--- config.mk ---
export PLATFORM = sky130hd
export DESIGN_NAME = imem_boot_loader
export DESIGN_NICKNAME = d
export VERILOG_FILES = /design/src/rtl/mips_pkg.sv /design/src/rtl/boot_byte_assembler.sv /design/src/rtl/imem_boot_loader.sv
export SDC_FILE = /design/constraint.sdc
export NUM_CORES = 1
export LEC_CHECK = 0
export CORE_ASPECT_RATIO = 1.1
export CORE_MARGIN = 5
export CORE_UTILIZATION = 30
export DETAILED_ROUTE_END_ITERATION = 10
export GPL_TIMING_DRIVEN = 0
export PLACE_DENSITY = 0.54
export SKIP_LAST_GASP = 1
export SLEW_MARGIN = 20
export SYNTH_ARGS = -nofsm -noshare
export SYNTH_HDL_FRONTEND = slang
export SYNTH_SLANG_ARGS = --single-unit
export TNS_END_PERCENT = 5
--- constraint.sdc ---
create_clock -name clk -period 2.43 [get_ports clk]
set_input_delay 0.243 -clock clk [delete_from_list [all_inputs] [get_ports clk]]
set_output_delay 0.243 -clock clk [all_outputs]
set_load 0.02 [all_outputs]
--- src/rtl/mips_pkg.sv ---
`default_nettype none
// ============================================================================
// Package     : mips_pkg
// Description : Shared types and constants for the 16-bit MIPS instruction
//               memory boot loader. Provides the loader state encoding,
//               instruction/data width constants and a checksum helper.
// Revision    : 1.0 - initial release
// ============================================================================
package mips_pkg;

  localparam int INSTR_BYTES = 2;   // bytes per instruction word
  localparam int DATA_W      = 16;  // instruction word width
  localparam int BYTE_W      = 8;   // stream byte width

  // Loader FSM states, 3-bit encoding.
  typedef enum logic [2:0] {
    LEN_HI  = 3'd0,
    LEN_LO  = 3'd1,
    DATA_HI = 3'd2,
    DATA_LO = 3'd3,
    CSUM    = 3'd4,
    RUN     = 3'd5,
    ERR     = 3'd6
  } loader_state_t;

  // 8-bit running checksum; wraps mod 256.
  function automatic logic [BYTE_W-1:0] csum_add(input logic [BYTE_W-1:0] acc,
                                                  input logic [BYTE_W-1:0] b);
    return acc + b;
  endfunction

endpackage
`default_nettype wire

--- src/rtl/boot_byte_assembler.sv ---
`default_nettype none
// ============================================================================
// Module      : boot_byte_assembler
// Description : Pairs a hi byte and a lo byte into a 16-bit instruction word
//               and issues a registered, one-cycle instruction-memory write.
// Ports       : clk, rst_n      - clock, synchronous active-low reset
//               hi_load         - accepted byte is the word's hi byte
//               lo_load         - accepted byte is the word's lo byte
//               byte_in         - accepted byte
//               word_idx        - index of the word being completed
//               imem_we/addr/wdata - instruction memory write port
// Revision    : 1.0 - initial release
// ============================================================================
module boot_byte_assembler
  import mips_pkg::*;
#(
  parameter int ADDR_W = 16
) (
  input  logic              clk,
  input  logic              rst_n,
  input  logic              hi_load,
  input  logic              lo_load,
  input  logic [BYTE_W-1:0] byte_in,
  input  logic [15:0]       word_idx,
  output logic              imem_we,
  output logic [ADDR_W-1:0] imem_addr,
  output logic [DATA_W-1:0] imem_wdata
);

  logic [BYTE_W-1:0] hi_q;

  always_ff @(posedge clk) begin
    if (!rst_n) begin
      hi_q       <= '0;
      imem_we    <= 1'b0;
      imem_addr  <= '0;
      imem_wdata <= '0;
    end else begin
      imem_we <= lo_load;
      if (hi_load) begin
        hi_q <= byte_in;
      end
      if (lo_load) begin
        imem_wdata <= {hi_q, byte_in};
        // Byte address of the word; the cast wraps it at ADDR_W bits.
        imem_addr  <= ADDR_W'(32'(word_idx) * INSTR_BYTES);
      end
    end
  end

endmodule
`default_nettype wire

--- src/rtl/imem_boot_loader.sv ---
`default_nettype none
// ============================================================================
// Module      : imem_boot_loader
// Description : Receives a big-endian program image (16-bit length N, 2N
//               payload bytes, 8-bit checksum) over a valid/ready byte stream,
//               writes it into instruction memory and releases the core only
//               when the checksum matches.
// Ports       : clk, rst_n            - clock, synchronous active-low reset
//               in_valid/in_data/in_ready - byte stream handshake
//               start                 - restart loading from RUN or ERR
//               imem_we/addr/wdata    - instruction memory write port
//               core_run              - pipeline release level
//               load_done/load_error  - image accepted / rejected
//               words_loaded          - words written in the current load
// Revision    : 1.0 - initial release
// ============================================================================
module imem_boot_loader
  import mips_pkg::*;
#(
  parameter int MAX_WORDS = 512,
  parameter int ADDR_W    = 16
) (
  input  logic              clk,
  input  logic              rst_n,
  input  logic              in_valid,
  input  logic [7:0]        in_data,
  output logic              in_ready,
  input  logic              start,
  output logic              imem_we,
  output logic [ADDR_W-1:0] imem_addr,
  output logic [15:0]       imem_wdata,
  output logic              core_run,
  output logic              load_done,
  output logic              load_error,
  output logic [15:0]       words_loaded
);

  localparam logic [15:0] MAX_LEN = 16'(MAX_WORDS);

  loader_state_t state_q, state_d;
  logic [15:0]   len_q;
  logic [7:0]    csum_q;
  logic [15:0]   word_idx_q;

  logic          accept;
  logic [15:0]   len_full;
  logic          len_ok;
  logic          last_word;
  logic          restart;

  // in_ready is forced low while reset is asserted.
  assign in_ready  = rst_n && (state_q != RUN) && (state_q != ERR);
  assign accept    = in_valid && in_ready;
  assign len_full  = {len_q[15:8], in_data};
  assign len_ok    = (len_full != 16'd0) && (len_full <= MAX_LEN);
  // len_q <= MAX_WORDS, so index+1 cannot overflow 16 bits.
  assign last_word = (word_idx_q + 16'd1) == len_q;
  assign restart   = start && ((state_q == RUN) || (state_q == ERR));

  assign words_loaded = word_idx_q;

  always_comb begin
    state_d = state_q;
    case (state_q)
      LEN_HI:  if (accept) state_d = LEN_LO;
      LEN_LO:  if (accept) state_d = len_ok ? DATA_HI : ERR;
      DATA_HI: if (accept) state_d = DATA_LO;
      DATA_LO: if (accept) state_d = last_word ? CSUM : DATA_HI;
      CSUM:    if (accept) state_d = (in_data == csum_q) ? RUN : ERR;
      RUN,
      ERR:     if (start) state_d = LEN_HI;
      default: state_d = LEN_HI;
    endcase
  end

  always_ff @(posedge clk) begin
    if (!rst_n) begin
      state_q    <= LEN_HI;
      len_q      <= '0;
      csum_q     <= '0;
      word_idx_q <= '0;
      core_run   <= 1'b0;
      load_done  <= 1'b0;
      load_error <= 1'b0;
    end else begin
      state_q <= state_d;
      if (accept) begin
        case (state_q)
          LEN_HI: len_q[15:8] <= in_data;
          LEN_LO: begin
            len_q[7:0] <= in_data;
            csum_q     <= '0;
            word_idx_q <= '0;
            if (!len_ok) load_error <= 1'b1;
          end
          DATA_HI: csum_q <= csum_add(csum_q, in_data);
          DATA_LO: begin
            csum_q     <= csum_add(csum_q, in_data);
            // Advances together with the registered write strobe.
            word_idx_q <= word_idx_q + 16'd1;
          end
          CSUM: begin
            if (in_data == csum_q) begin
              core_run  <= 1'b1;
              load_done <= 1'b1;
            end else begin
              load_error <= 1'b1;
            end
          end
          default: ;
        endcase
      end
      if (restart) begin
        core_run   <= 1'b0;
        load_done  <= 1'b0;
        load_error <= 1'b0;
        word_idx_q <= '0;
      end
    end
  end

  boot_byte_assembler #(
    .ADDR_W (ADDR_W)
  ) u_asm (
    .clk        (clk),
    .rst_n      (rst_n),
    .hi_load    (accept && (state_q == DATA_HI)),
    .lo_load    (accept && (state_q == DATA_LO)),
    .byte_in    (in_data),
    .word_idx   (word_idx_q),
    .imem_we    (imem_we),
    .imem_addr  (imem_addr),
    .imem_wdata (imem_wdata)
  );

endmodule
`default_nettype wire

==> flow_metrics.env <==
export IMPL_holdWs_ps=327
export IMPL_start_kind="flip-flop"
export IMPL_place_ws_ps=-417
export IMPL_synthSimpleGateAreaFrac=0.244
export IMPL_hp_class="input pin to flip-flop"
export IMPL_synth_edf_count=0
export IMPL_synth_xor_area_share=0.0514
export IMPL_drt_wl_total_um=12500
export IMPL_antenna_found_initial=0
export IMPL_drv_slew=0
export IMPL_criticalPathCategory="flip-flop to flip-flop"
export IMPL_slowest_delay_ps=590
export IMPL_io_pins=65
export IMPL_postSynthAreaPerCell_um2=8.10
export IMPL_initial_core_util=0.307
export IMPL_arrival_ps=2660
export IMPL_die_height_um=137
export IMPL_setup_slack_ps=11.7
export IMPL_drt_antenna_violating_nets=0
export IMPL_synth_area_leaders="dfxtp_1 (38%), nand2_1 (8.2%), a21boi_1 (5.4%), xnor2_1 (3.4%), a21boi_0 (2.7%)"
export IMPL_numPortBuffers=61
export IMPL_relSlewSlack=0.556
export IMPL_dieArea_um2=17300
export IMPL_synth_async_reset_ratio=0
export IMPL_grt_pass1_vias=3917
export IMPL_dieWidth_um=126
export IMPL_clkTransAtPathRegs_ps=70
export IMPL_num_vias=4019
export IMPL_layout_min_cycle_time_ps=2420
export IMPL_syn_instance_count=547
export IMPL_wl_per_cell_um=15.4
export IMPL_maxCapViolCount=0
export IMPL_areaGrowthSynthToFinish_pct=27.3
export IMPL_ys_top_cells_by_count="nand2_1 (97), dfxtp_1 (85), a21boi_1 (32)"
export IMPL_total_leakage_power_nw=1.95
export IMPL_synth_top_cell_area_share=0.384
export IMPL_cts_buffers=9
export IMPL_outcome="completed"
export IMPL_synth_top_family_by_area="simple AND/OR/NAND/NOR gates"
export IMPL_rows=46
export IMPL_finalWeightedCongestion=0.881
export IMPL_min_period_over_period=0.995
export IMPL_cp_max_fo=8
export IMPL_setup_viol=0
export IMPL_critPathBufInv=1
export IMPL_grt_pass1_wl_um=20100
export IMPL_endpoint_kind="flip-flop"
export IMPL_worst_pin_slew_ps=666
export IMPL_ys_seq_area_frac=0.384
export IMPL_gr_usage_all_layers=0.146
export IMPL_yosysMostFrequentCell="nand2_1"
export IMPL_root_buffer="clkbuf_16"
export IMPL_peakVddDrop_mv=0.331
export IMPL_drtIter0Drc=279
export IMPL_cp_slowest_cell="or4_4"
export IMPL_ys_flop_type="dfxtp_1"
export IMPL_cts_tree="built"
export IMPL_cp_top_family="simple AND/OR/NAND/NOR gates"
export IMPL_drive_gt1_frac=0.0851
export IMPL_max_freq_ghz=0.414
export IMPL_yosysTopAreaCell="dfxtp_1"
export IMPL_overflow=0
export IMPL_syn_nets=568
export IMPL_cts_sinks=85
export IMPL_ctsHtreeMaxLevel=3
export IMPL_fin_skew_ps=9.71
export IMPL_rsz0062_at_grt="true"
export IMPL_grt_max_degree=18
export IMPL_yosys_mux_area_fraction=0.0181
export IMPL_synth_cell_type_count=57
export IMPL_nNetsFinal=639
export IMPL_ys_ff_latch=85
export IMPL_firstDrtPassIters=5
export IMPL_core_um2=14400
export IMPL_hold_violations=0
export IMPL_synth_compound_area_frac=0.212
export IMPL_p_per_area_nw_per_um2=540
export IMPL_dp_hpwl_um=9350
export IMPL_synthAdderAreaFrac=0.0271
export IMPL_crit_chain="ha_1, buf_4, nand3_4, or4_4, xnor2_2, nor4b_2, o2111ai_2, and3_1"
export IMPL_worst_endpoint_required_ps=2670
export IMPL_finalPower_w=0.00304
export IMPL_diodes=0
export IMPL_clockBufferDepth=2
export IMPL_final_util=0.390
export IMPL_drc_errors=0
export IMPL_via_per_inst=4.93
export IMPL_syn_area_um2=4430
export IMPL_insertion_delay_ps=340
export IMPL_yosys_warnings=0
export IMPL_hold_buffers=0
timing repair:
action	4_1_cts	5_1_grt
buffers inserted	1	0
resized for setup	10	1
endpoints found under the setup margin	2	25
pin swaps	4	0
worst min-delay path, cell delays in order:
cell and delay, ps:
clkbuf_1 210, nand2_1 110, a21boi_1 60
per-layer routing:
| layer | vias to the layer above | share of wire | global-route usage |
|---|---|---|---|
| met2 | 71 | 0.51 | 0.265 |
| met4 | 0 | 0.013 | 0.0518 |
| met1 | 1905 | 0.43 | 0.169 |
| met3 | 13 | 0.043 | 0.0330 |
| li1 | 2030 | - | - |
| met5 | - | 0 | 0 |
metrics by stage:
| step | TNS [ps] | area [µm²] | instances |
|---|---|---|---|
| after floorplan | 0 | 4430 | 547 |
| after global placement | -8090 | 5280 | 800 |
| after detailed placement | -8410 | 5280 | 800 |
| after CTS | 0 | 5630 | 815 |
| after global routing | -944 | 5640 | 815 |
| final | 0 | 5640 | 815 |
area by class of cell:
| type | instances | area [µm²] |
|---|---|---|
| fillers | 1456 | 8810 |
| clock inverters | 7 | 86.3 |
| clock buffers | 9 | 225 |
| plain buffers | 45 | 215 |
| inverters | 15 | 56.3 |
| multi-input cells | 400 | 2490 |
| well taps | 192 | 240 |
| flip-flops and latches | 85 | 1710 |
| repair buffers | 62 | 618 |
path summary, 6_finish.rpt:
| kind | start | end | slack (ps) | cells past startpoint |
|---|---|---|---|---|
| hold reg to reg | u_asm.imem_addr[7] | u_asm.imem_addr[7] | 450 | 2 |
| hold / removal | in_data[7] | u_asm.imem_wdata[7] | 330 | 3 |
| setup / recovery | words_loaded[0] | state_q[1] | 10 | 8 |
| setup reg to reg | words_loaded[0] | state_q[1] | 10 | 8 |
logic make-up (layout without fill, tap and decap cells):
kind of cell | Yosys count | in the layout
buf+inv | 62 | 138
fa+ha+maj | 9 | 9
compound gates | 138 | 138
other cells | 1 | 1
xor+xnor | 26 | 26
mux | 8 | 8
simple gates | 218 | 218
flops | 85 | 85
state kept, by name, indices dropped and copies added, names as in the netlist:
register          flops
len_q                16
u_asm.hi_q            8
u_asm.imem_wdata     16
csum_q                8
load_error            1
u_asm.imem_addr      15
load_done             1
u_asm.imem_we         1
words_loaded         16
state_q               3
layout by cell type (no fill, tap or decap), types with 7 or more instances in the layout:
cell type        netlist  layout
nand2_1               97      97
clkbuf_1              29      27
a21boi_0              16      16
xor2_1                 9       9
inv_1                 14      14
buf_2                 11      10
a31oi_1                8       8
clkdlybuf4s50_1        0      61
buf_4                  6       8
dfxtp_1               85      83
o21ai_1                9       9
a21boi_1              32      32
nand3b_1               7       7
nor2_1                31      31
o21ai_0               13      13
nor3_1                10      10
nor2b_1               16      16
ha_1                   8       8
xnor2_1               17      16
and3_1                 8       8
nand3_1               18      17
mux2i_1                8       8
clkbuf_16              0       9
a21oi_1               23      22
report_power, final:
part	leakage, nW	switching [W]	internal, W
sequential	0.687	0.00000995	0.00140
combinational	1.11	0.000111	0.0000722
clock	0.151	0.000627	0.000822
No activity file was read; power rests on OpenSTA's default activity.
==> variant 1, RTL diff (same settings) <==
`ADDR_W` is set to 16 in 2 places; all go to 14.
--- a/src/rtl/boot_byte_assembler.sv
+++ b/src/rtl/boot_byte_assembler.sv
@@ -14,7 +14,7 @@
 module boot_byte_assembler
   import mips_pkg::*;
 #(
-  parameter int ADDR_W = 16
+  parameter int ADDR_W = 14
 ) (
   input  logic              clk,
   input  logic              rst_n,
--- a/src/rtl/imem_boot_loader.sv
+++ b/src/rtl/imem_boot_loader.sv
@@ -18,7 +18,7 @@
   import mips_pkg::*;
 #(
   parameter int MAX_WORDS = 512,
-  parameter int ADDR_W    = 16
+  parameter int ADDR_W    = 14
 ) (
   input  logic              clk,
   input  logic              rst_n,
Ports: changed (resized imem_addr); port bits go from 65 to 63. No check against the original RTL was run, so the function may have changed too.
==> variant 1 against the original RTL <==
- the flow now finishes with violations (setup timing)
- highest routed layer unchanged
- critical path type unchanged
- largest power group unchanged
- sequential cell count fell by 2
- synthesized area shrank 1.4%
- synthesized cell count is 2.2% lower
- cell area is 1.6% lower
- worst setup slack worse by 0.030 ns
- combinational power increased by 79%
- cell count down 1.5%
- wire length fell by 3.7%
- total power rose by 6.6%
- fmax decreased by 1.2%
==> variant 1: results (changes against the original RTL) <==
M1 wire length=5540 um (+1.8%); Mapped Nets=556 (-2.1%); initial antenna violation count=0 (unchanged); Met2 Wirelength=5730 um (-10%); number of diodes=0 (unchanged); sequential-to-total area share from yosys stat=38.0% (-0.39 points); crit path max fanout=8 (unchanged); Fillers=1493 (+2.5%); dpl cells=787 (-1.6%); Yosys warnings=0 (unchanged); Mapped Cells=535 (-2.2%); Final HPWL DP=8870 um (-5.2%); Hold Path Depth=3 (unchanged); drt pass-1 iters=4 (-1); library cells used by synthesis=63 (+11%); hold_sp=in_data[7]; DRT Wirelength=12100 um (-3.7%); commonest cells in the netlist=105 x nand2_1, 83 x dfxtp_1, 47 x a21boi_0; DR vias=3904 (-2.9%); largest net degree at the start of global routing=16 (-2); PortBufs=60 (-1.6%); Tot GR Track Use=14.4% (-0.18 points); first-pass GRT wire length=19700 um (-2.1%); Leak Pwr=1.97 nW (+0.97%); setup TNS=-0.0237 ns (-0.0237 ns); Post-CTS Setup Bufs=0 (-1); clock skew=0.0118 ns (+0.00207 ns); fraction of final layout cells sized beyond drive strength 1=8.67% (+0.17 points); Worst-Margin Slew=0.641 ns (-0.0243 ns); Top Metal Used=met4; outcome=finished, violations left; Met3 Routed Length=684 um (+28%); PnR worst setup slack=-0.0186 ns (-0.0303 ns); Hold Path Class=input pin to register; 1st-iter DRT viols=254 (-9.0%); failing checks=setup timing; clk buf depth=2 (unchanged); VDD IR max=281 uV (-15%); Critical Path AT=2.68 ns (+0.02 ns); vias in the first global route=3726 (-4.9%); CTS root buf=clkbuf_16; ranking of synthesized cells by area=dfxtp_1 38%, nand2_1 9.0%, a21boi_0 8.1%; fin nets=627 (-1.9%); setup slack at placement=-0.503 ns (-0.0858 ns); Setup Viol. Count Final=2 (+2); Hold WS=0.358 ns (+0.0313 ns); global placement routability congestion=0.845 (-4.1%); WL/cell=15.0 um (-2.2%); placed inst area=0.00521 mm2 (-1.3%); worst skew pair latency=0.35 ns; Clock Pin Slew Worst Setup and Hold Paths=0.07 ns (about the same); Final Core Density=38.7% (-0.32 points); cells on worst reg2reg path=7 (-1); residual DRC count=0 (unchanged)
-- variant 1: power breakdown --
group	total [mW]	switching [mW]	internal [mW]
Clock	1.51	0.599	0.912
Sequential	1.41	0.0200	1.39
Combinational	0.327	0.199	0.127
Total	3.24	0.818	2.43
-- variant 1: worst max path at each step --
stage                                endpoint  slack, ns  cells past startpoint
after detailed placement   u_asm.imem_addr[6]      -0.50                     10
after CTS                    words_loaded[12]      -0.12                      6
final                              state_q[1]      -0.02                      7
after global routing               state_q[1]      -0.12                      7
after floorplan                    state_q[1]       0.08                      7
after global placement    u_asm.imem_addr[10]      -0.45                     10
-- variant 1: logic make-up (layout without fill, tap and decap cells) --
| kind of cell | Yosys count | after routing | synth area share [%] |
|---|---|---|---|
| other cells | 1 | 1 | 0.0859 |
| simple gates | 223 | 223 | 24.8 |
| fa+ha+maj | 9 | 9 | 2.75 |
| buf+inv | 55 | 131 | 6.27 |
| xor+xnor | 28 | 28 | 5.61 |
| flops | 83 | 83 | 38.0 |
| compound gates | 126 | 126 | 20.1 |
| mux | 10 | 10 | 2.32 |
-- variant 1: repair_timing --
item,4_1_cts,5_1_grt
gates cloned,0,0
gates resized for setup,1,9
setup endpoints to repair,23,56
-- variant 1: area by class of cell --
type,count,area share (%)
Clock inverter,6,1.71
Tap cell,192,4.33
Buffer,42,4.15
Timing Repair Buffer,60,10.8
Sequential cell,83,30.0
Inverter,13,0.880
Multi-Input combinational cell,397,44.0
Clock buffer,10,4.13
-- variant 1: routing by layer --
layer  vias up  GRT usage [%]
li1       1991              -
met1      1813           18.8
met2        93           23.5
met3         7           3.08
met4         0           5.36
met5         -              0
-- variant 1: critical path, stage by stage (launching register included) --
cell and delay, ns:
dfxtp_2 0.42, ha_2 0.27, and3_2 0.25, nand3_1 0.12
or3_1 0.38, xnor2_1 0.15, or4_4 0.54, o221a_1 0.21
==> variant 2, RTL diff (same flow settings) <==
Made on the original files. Put one more register stage on the output `load_error`, with the module's reset. The value now appears one clock later. The other outputs are not delayed to match.
--- a/src/rtl/imem_boot_loader.sv
+++ b/src/rtl/imem_boot_loader.sv
@@ -36,6 +36,8 @@
 );
 
   localparam logic [15:0] MAX_LEN = 16'(MAX_WORDS);
+
+  logic load_error_s0;
 
   loader_state_t state_q, state_d;
   logic [15:0]   len_q;
@@ -81,7 +83,7 @@
       word_idx_q <= '0;
       core_run   <= 1'b0;
       load_done  <= 1'b0;
-      load_error <= 1'b0;
+      load_error_s0 <= 1'b0;
     end else begin
       state_q <= state_d;
       if (accept) begin
@@ -91,7 +93,7 @@
             len_q[7:0] <= in_data;
             csum_q     <= '0;
             word_idx_q <= '0;
-            if (!len_ok) load_error <= 1'b1;
+            if (!len_ok) load_error_s0 <= 1'b1;
           end
           DATA_HI: csum_q <= csum_add(csum_q, in_data);
           DATA_LO: begin
@@ -104,7 +106,7 @@
               core_run  <= 1'b1;
               load_done <= 1'b1;
             end else begin
-              load_error <= 1'b1;
+              load_error_s0 <= 1'b1;
             end
           end
           default: ;
@@ -113,7 +115,7 @@
       if (restart) begin
         core_run   <= 1'b0;
         load_done  <= 1'b0;
-        load_error <= 1'b0;
+        load_error_s0 <= 1'b0;
         word_idx_q <= '0;
       end
     end
@@ -133,6 +135,14 @@
     .imem_wdata (imem_wdata)
   );
 
+  always_ff @(posedge clk) begin
+    if (!rst_n) begin
+      load_error <= '0;
+    end else begin
+      load_error <= load_error_s0;
+    end
+  end
+
 endmodule
 `default_nettype wire
 
Function: changed (a bounded check fails within 4 cycles, from zero or initial values and one cycle with rst_n low).
==> variant 2 against the original RTL <==
- die area down 1.7%
- global-route usage up 0.54 points
- cell area down 2.4%
- total power down 3.6%
- worst setup slack better by 0.024 ns
- sequential cell count up 1
- synthesized area down 1.9%
- via count up 1.4%
- sequential share of layout area up 1.1 points
- synthesized cell count up 0.37%
- largest cell class unchanged
- wire length up 2.2%
- critical endpoint unchanged
- critical path depth down 1
==> variant 2: results (changes against the original RTL) <==
library cells used by synthesis=55 (-3.5%); Fillers=1499 (+3.0%); Met3 Routed Length=661 um (+24%); GR met3 Demand/Resource=3.46% (+0.16 points); multi-input gates=416 (+4.0%); met1 GRT Util=18.3% (+1.4 points); fraction of final layout cells sized beyond drive strength 1=7.00% (-1.5 points); Leak Pwr=1.84 nW (-5.7%); placed inst area=0.00520 mm2 (-1.4%); crit path max fanout=8 (unchanged); post-synthesis async set-or-reset flop share=0% (unchanged); sequential-to-total area share from yosys stat=39.6% (+1.2 points); dpl cells=803 (+0.38%); DR vias/cell=4.97 (+0.70%); largest net degree at the start of global routing=14 (-4); DRT Wirelength=12800 um (+2.2%); fraction of area in multi-input gates=44.2% (about the same); Inverters=9 (-6); setup slack at placement=-0.541 ns (-0.123 ns); register fraction of the total cell area=31.3% (+1.1 points); M1 wire length=5650 um (+3.9%); Top Metal Used=met4; last element of the critical path=state_q[1]; Mapped Nets=570 (+0.35%); Data buffer area share=14.6% (-0.15 points); FP Rows=46 (unchanged); Final HPWL DP=9330 um (-0.25%); drt pass-1 iters=4 (-1); final worst-path cycle share=98.5% (-1.0 points); Mapped Cells=549 (+0.37%); slew margin rel.=51.3% (-4.3 points); fin nets=645 (+0.94%); Post-CTS Setup Bufs=0 (-1); non-filler cells, final=821 (+0.74%); Tot GR Track Use=15.1% (+0.54 points); cells on worst reg2reg path=7 (-1); Plain + repair buffers=102 (-4.7%); ClkCell Share=4.87% (-0.66 points); ranking of synthesized cells by area=dfxtp_1 40%, nand2_1 10%, a21boi_0 9.5%; VDD IR max=388 uV (+17%); global placement routability congestion=0.871 (-1.1%); M2 GR Usage=26.6% (+0.076 points); first-pass GRT wire length=20600 um (+2.3%); Hold EP=u_asm.hi_q[7]; Hold WS=0.389 ns (+0.0623 ns); post-CTS sizing=3 (-7); commonest cells in the netlist=121 x nand2_1, 86 x dfxtp_1, 55 x a21boi_0; 1st-iter DRT viols=232 (-17%); clkbuf count=11 (+2); clock skew=0.00818 ns (-0.00152 ns); outcome=complete, no violations; clock tree sinks=86 (+1.2%); Met2 Wirelength=6230 um (-2.5%); PortBufs=62 (+1.6%); vias in the first global route=3968 (+1.3%); reg2reg setup slack=0.04 ns (+0.02 ns); CP max stage delay=0.51 ns (-0.08 ns); design area=0.00550 mm2 (-2.4%); Critical Path AT=2.62 ns (-0.04 ns)
## variant 2: changes by cell type after synthesis, sizes merged, moves of 4 or more
cell / before / now
a21boi: 48 / 55
a31oi: 8 / 2
and2: 3 / 7
and3: 8 / 1
buf: 18 / 11
inv: 15 / 9
mux2i: 8 / 2
nand2: 97 / 122
nand2b: 0 / 4
nand3: 19 / 23
nand3b: 7 / 0
nor2: 31 / 36
nor2b: 16 / 11
o21ai: 22 / 29
## variant 2: logic make-up (layout without fill, tap and decap cells)
kind of cell	Yosys count	after routing	synth area share [%]
compound gates	140	140	22.0
xor+xnor	27	27	5.44
fa+ha+maj	10	10	3.00
buf+inv	47	127	4.64
flops	86	86	39.6
mux	3	3	0.720
other cells	1	1	0.0863
simple gates	235	235	24.5
## variant 2: report_power, final
group	switching (mW)	total (mW)	leakage, nW	internal (mW)
clock	0.574	1.29	0.139	0.712
combinational	0.131	0.212	1.00	0.0808
sequential	0.0127	1.44	0.695	1.42
